$ cat src/rtl/onehot_mask_builder_if.sv
// Index-in / mask-out handshake bundle for onehot_mask_builder.
// out_dup exists only when ONEHOT_MASK_DUP_DETECT_EN is defined.
interface onehot_mask_builder_if #(
  parameter int unsigned WIDTH = 8,
  parameter int unsigned IDX_W = $clog2(WIDTH),
  parameter int unsigned CNT_W = IDX_W + 1
);
  logic             in_valid;
  logic             in_ready;
  logic [IDX_W-1:0] in_idx;
  logic             in_last;
  logic             out_valid;
  logic             out_ready;
  logic [WIDTH-1:0] out_mask;
  logic [CNT_W-1:0] out_count;
`ifdef ONEHOT_MASK_DUP_DETECT_EN
  logic             out_dup;
`endif

  modport master (
    output in_valid, in_idx, in_last, out_ready,
`ifdef ONEHOT_MASK_DUP_DETECT_EN
    input  out_dup,
`endif
    input  in_ready, out_valid, out_mask, out_count
  );

  modport slave (
    input  in_valid, in_idx, in_last, out_ready,
`ifdef ONEHOT_MASK_DUP_DETECT_EN
    output out_dup,
`endif
    output in_ready, out_valid, out_mask, out_count
  );
endinterface

$ cat src/rtl/onehot_mask_builder.sv
// Packs a stream of bit indices into a multi-hot mask, emitted on the last beat.
// Optional duplicate-index flag enabled by defining ONEHOT_MASK_DUP_DETECT_EN.
module onehot_mask_builder #(
  parameter int unsigned WIDTH = 8,
  parameter int unsigned IDX_W = $clog2(WIDTH),
  parameter int unsigned CNT_W = IDX_W + 1
) (
  input  logic                  clk,
  input  logic                  reset,
  onehot_mask_builder_if.slave  bus
);

  localparam logic [CNT_W-1:0] CNT_MAX = '1;

  typedef enum logic {ACCUM, EMIT} state_t;

  state_t           state, state_d;
  logic [WIDTH-1:0] mask_q, mask_d, onehot;
  logic [CNT_W-1:0] count_q, count_d, count_inc;
  logic             beat, taken;
`ifdef ONEHOT_MASK_DUP_DETECT_EN
  logic             dup_q, dup_d, hit;
`endif

  assign beat     = bus.in_valid && bus.in_ready;
  assign taken    = bus.out_valid && bus.out_ready;
  assign count_inc = (count_q == CNT_MAX) ? count_q : count_q + CNT_W'(1);

  // Out-of-range indices decode to all zeros.
  always_comb begin
    onehot = '0;
    for (int unsigned i = 0; i < WIDTH; i++) begin
      onehot[i] = (bus.in_idx == IDX_W'(i));
    end
  end

`ifdef ONEHOT_MASK_DUP_DETECT_EN
  assign hit = |(mask_q & onehot);
`endif

  always_comb begin
    state_d = state;
    mask_d  = mask_q;
    count_d = count_q;
`ifdef ONEHOT_MASK_DUP_DETECT_EN
    dup_d   = dup_q;
`endif
    unique case (state)
      ACCUM: begin
        if (beat) begin
          mask_d  = mask_q | onehot;
          count_d = count_inc;
`ifdef ONEHOT_MASK_DUP_DETECT_EN
          dup_d   = dup_q | hit;
`endif
          if (bus.in_last) state_d = EMIT;
        end
      end
      EMIT: begin
        // A beat here implies the mask is taken; it seeds the next mask.
        if (taken) begin
          if (beat) begin
            mask_d  = onehot;
            count_d = CNT_W'(1);
            state_d = bus.in_last ? EMIT : ACCUM;
          end else begin
            mask_d  = '0;
            count_d = '0;
            state_d = ACCUM;
          end
`ifdef ONEHOT_MASK_DUP_DETECT_EN
          dup_d = 1'b0;
`endif
        end
      end
      default: ;
    endcase
  end

  always_ff @(posedge clk) begin
    if (reset) begin
      state   <= ACCUM;
      mask_q  <= '0;
      count_q <= '0;
`ifdef ONEHOT_MASK_DUP_DETECT_EN
      dup_q   <= 1'b0;
`endif
    end else begin
      state   <= state_d;
      mask_q  <= mask_d;
      count_q <= count_d;
`ifdef ONEHOT_MASK_DUP_DETECT_EN
      dup_q   <= dup_d;
`endif
    end
  end

  assign bus.in_ready  = (state == ACCUM) || bus.out_ready;
  assign bus.out_valid = (state == EMIT);
  assign bus.out_mask  = mask_q;
  assign bus.out_count = count_q;
`ifdef ONEHOT_MASK_DUP_DETECT_EN
  assign bus.out_dup   = dup_q;
`endif

endmodule

$ cat src/flat_wrapper.sv
// flat-port wrapper written by rule: the top's interface ports become plain ports
module onehot_mask_builder_flat 
#(
  parameter int unsigned WIDTH = 8,
  parameter int unsigned IDX_W = $clog2(WIDTH),
  parameter int unsigned CNT_W = IDX_W + 1
)
  (clk, reset, bus_in_valid, bus_in_idx, bus_in_last, bus_out_ready, bus_in_ready, bus_out_valid, bus_out_mask, bus_out_count);
  onehot_mask_builder_if #(.WIDTH(WIDTH), .IDX_W(IDX_W), .CNT_W(CNT_W)) bus_i ();
  input  logic clk;
  input  logic reset;
  input wire logic [$bits(bus_i.in_valid)-1:0] bus_in_valid;
  input wire logic [$bits(bus_i.in_idx)-1:0] bus_in_idx;
  input wire logic [$bits(bus_i.in_last)-1:0] bus_in_last;
  input wire logic [$bits(bus_i.out_ready)-1:0] bus_out_ready;
  output wire logic [$bits(bus_i.in_ready)-1:0] bus_in_ready;
  output wire logic [$bits(bus_i.out_valid)-1:0] bus_out_valid;
  output wire logic [$bits(bus_i.out_mask)-1:0] bus_out_mask;
  output wire logic [$bits(bus_i.out_count)-1:0] bus_out_count;
  assign bus_i.in_valid = bus_in_valid;
  assign bus_i.in_idx = bus_in_idx;
  assign bus_i.in_last = bus_in_last;
  assign bus_i.out_ready = bus_out_ready;
  assign bus_in_ready = bus_i.in_ready;
  assign bus_out_valid = bus_i.out_valid;
  assign bus_out_mask = bus_i.out_mask;
  assign bus_out_count = bus_i.out_count;
  onehot_mask_builder #(.WIDTH(WIDTH), .IDX_W(IDX_W), .CNT_W(CNT_W)) u_core (.clk(clk), .reset(reset), .bus(bus_i));
endmodule
$ cat config.mk
export PLATFORM = sky130hd
export DESIGN_NAME = onehot_mask_builder_flat
export DESIGN_NICKNAME = d
export VERILOG_FILES = /design/src/rtl/onehot_mask_builder_if.sv /design/src/rtl/onehot_mask_builder.sv /design/src/flat_wrapper.sv
export SDC_FILE = /design/constraint.sdc
export NUM_CORES = 1
export LEC_CHECK = 0
export ABC_AREA = 1
export BUFFER_PORTS_ARGS = -buffer_cell sky130_fd_sc_hd__buf_4
export CAP_MARGIN = 20
export CORE_ASPECT_RATIO = 1.25
export CORE_MARGIN = 1.5
export CORE_UTILIZATION = 30
export DETAILED_ROUTE_END_ITERATION = 8
export HOLD_SLACK_MARGIN = 0.1
export SKIP_LAST_GASP = 1
export SYNTH_ARGS = -nofsm -noshare
export SYNTH_HDL_FRONTEND = slang
export SYNTH_SLANG_ARGS = --single-unit
$ cat constraint.sdc
create_clock -name clk -period 1.15 [get_ports clk]
set_clock_uncertainty 0.15 [all_clocks]
set_input_delay 0.115 -clock clk [delete_from_list [all_inputs] [get_ports clk]]
set_output_delay 0.115 -clock clk [all_outputs]
set_load 0.02 [all_outputs]
==> impl_metrics.tcl <==
set metrics [dict create \
    status "complete, but fails checks" \
    violations "hold timing, setup timing" \
    ctsHtreeMaxLevel 1 \
    antenna_found_initial 0 \
    diodes 0 \
    fmax_ghz 0.825 \
    critPathKind "reg -> reg" \
    synth_nets 96 \
    drv_cap 0 \
    switching_share 0.283 \
    clock_path_buffers 2 \
    startpoint "u_core.bus.out_valid$_SDFF_PP0_" \
    synth_flop_cell "dfxtp_1" \
    grt_max_degree 13 \
    wl_met1_um 613 \
    min_from "reset" \
    reg2reg_from "u_core.bus.out_valid$_SDFF_PP0_" \
    p_comb_frac 0.215 \
    critPathLaunchType "register" \
    ys_seq_area_frac 0.436 \
    dieArea_mm2 0.00227 \
    p_seq_frac 0.497 \
    cts_root_buffer "clkbuf_4" \
    syn_avg_cell_area_um2 6.86 \
    min_period_ns 1.21 \
    slew_headroom 0.774 \
    fin_nets 129 \
    slowest_delay_ns 0.40 \
    end_kind "register" \
    syn2layout_area_growth_pct 61.2 \
    wl_met2_um 813 \
    cpLargestDelayFamily "simple AND/OR/NAND/NOR gates" \
    drt-initial-drc-count 8 \
    power.share.clock 0.289 \
    io_buffers 21 \
    antenna_left 0 \
    wire_per_inst_um 10.8 \
    synth_seq_cells 13 \
    critPathRequiredTime_ns 1.21 \
    peakVddDrop_mv 0.674 \
    cts.sinks 13 \
    synthCells 87 \
    yosys.area.top_type "dfxtp_1" \
    timing.final.crit_share 1.05 \
    hold_viol 4 \
    path_cells "nor2_1, nand2_4, nand2_4, nand2_1, a21oi_2" \
    synth_edf_count 0 \
    fp.coreArea_mm2 0.00181 \
    wl_um 1500 \
    drive_gt1_frac 0.395 \
    worst_slack_ns -0.0622 \
    top_layer_used "met4" \
    dpl.cell_count 130 \
    cp.arrival_ns 1.27 \
    slew_violations 0 \
    p_leak_nw 0.477 \
    p_per_area_mw_per_mm2 1020 \
    hpwlAfterDp_um 1060 \
    vias 662 \
    hold-worst-slack_ns -0.125 \
    dieWidth_um 42.9 \
    ys_async_sr_fraction 0 \
    drt_first_pass_iters 4 \
    drc_errors 0 \
    syn-cell-area_um2 597 \
    synth.top_cell.area_share 0.436 \
    grt_pass1_vias 610 \
    cts_tree "done" \
    grt_usage 0.147 \
    yosysMostFrequentCell "nand2_1" \
    rows 17 \
    fin_cells 138 \
    internal_power_w 0.000701 \
    fp.dieH_um 52.9 \
    setup_viol 6 \
    grt_first_pass_wirelength_um 2500 \
    initial_utilization 0.330 \
    slowest_stage "dfxtp_4" \
    crit_buf_inv 0 \
    hp-class "in -> reg" \
    total_power_w 0.000978 \
    post-route-util 0.532 \
    cts_hold_buf 3 \
    rsz0062_at_grt "true" \
    cts_buffers 3 \
    netlist_top_cells_area "dfxtp_1 (44%), nand2_1 (14%), nand3_1 (7.5%)" \
    path_common_cell "nand2_4" \
    synth_common_cells "nand2_1 (23), dfxtp_1 (13), nor2_1 (11)" \
    insertion_delay_ns 0.27 \
    yosys_warnings 0 \
    crit_fanout 7 \
    gp_congestion 0.756 \
    clkTransAtPathRegs_ns 0.08 \
    viasPerCell 4.80 \
    worst_pin_slew_ns 0.339 \
    power_switching_w 0.000277 \
    io_pins 22 \
    met3_wirelength_um 57 \
    grt_overflow 0 \
    synth.distinct_cells 15 \
]
-- path summary, 6_finish.rpt --
kind | endpoint | slack (ns) | cells after the start
worst min register to register | u_core.bus.out_mask[2]$_SDFFE_PP0P_ | 0.31 | 2
worst max-delay path | u_core.bus.out_count[1]$_SDFFE_PP0P_ | -0.06 | 5
worst min-delay path | u_core.bus.out_count[1]$_SDFFE_PP0P_ | -0.13 | 2
worst max register to register | u_core.bus.out_count[1]$_SDFFE_PP0P_ | -0.06 | 5
-- state kept, by name, summed over array words and instances, names as in the netlist --
signal / cells
u_core.bus.out_count: 4
u_core.bus.out_valid: 1
u_core.bus.out_mask: 8
-- power by group through the flow --
stage | Combinational [W] | Clock (W) | Sequential [W]
global placement | 0.000182 | 0 | 0.000494
floorplan | 0.0000714 | 0 | 0.000519
global route | 0.000232 | 0.000313 | 0.000489
CTS | 0.000196 | 0.000290 | 0.000484
detailed placement | 0.000183 | 0 | 0.000495
finish | 0.000210 | 0.000282 | 0.000486
-- worst register-to-register path: stages, from the launching register on --
cell and delay (ns):
dfxtp_4 0.40, nor2_1 0.22, nand2_4 0.10, nand2_4 0.08, nand2_1 0.07, a21oi_2 0.12
-- layout make-up --
class                      count  area, µm²
clock buffer                   4       26.3
fill                         184        846
inverter                      10       40.0
multi-input combinational     62        359
sequential                    13        273
tap                           19       23.8
timing repair buffer          30        240
-- stage by stage --
step                hold WS [ns]  cell area [µm²]  setup TNS [ns]  setup WS (ns)
floorplan                 0.0244              624         -0.0721        -0.0454
global placement           0.165              831         -0.0494        -0.0349
detailed placement         0.165              831          -0.134        -0.0623
CTS                       -0.130              910          -0.418        -0.0679
global route              -0.132              962          -0.714         -0.123
finish                    -0.125              962          -0.210        -0.0622
-- layout by cell type (no fill, tap or decap) --
master | netlist | final
buf_4 | 1 | 25
nand2_1 | 23 | 20
nor2_1 | 11 | 10
inv_1 | 10 | 9
dfxtp_1 | 13 | 9
nand3_1 | 9 | 8
nand2_4 | 0 | 5
o21ai_0 | 7 | 5
clkbuf_4 | 0 | 3
dlygate4sd3_1 | 0 | 3
dfxtp_4 | 0 | 3
o21ai_1 | 0 | 2
a21oi_1 | 4 | 2
buf_6 | 0 | 2
a21oi_4 | 0 | 1
a22oi_2 | 0 | 1
inv_4 | 0 | 1
nand2_2 | 3 | 1
nand3b_1 | 1 | 1
a21oi_2 | 0 | 1
o22ai_1 | 1 | 1
nor2_2 | 0 | 1
nand3_2 | 0 | 1
nand4_1 | 1 | 1
ha_4 | 0 | 1
clkbuf_1 | 0 | 1
dfxtp_2 | 0 | 1
-- what timing repair did --
item | in CTS | in global routing
cloned | 0 | 0
resized for setup | 6 | 11
endpoints found under the setup margin | 12 | 15
hold endpoints to repair | 10 | 4
pin swaps | 3 | 4
setup buffers | 0 | 1
-- cell families (layout without fill, tap and decap cells) --
family,count (synthesis),count (layout),synth area share
simple gates,48,48,0.344
compound gates,13,13,0.115
flops,13,13,0.436
buf+inv,12,44,0.0839
fa+ha+maj,1,1,0.0210
-- routing by layer --
layer	track usage	up-vias
li1	-	346
met1	0.171	299
met2	0.258	15
met3	0.0205	2
met4	0.0781	0
met5	0	-
Power figures use the tool's default switching activity.
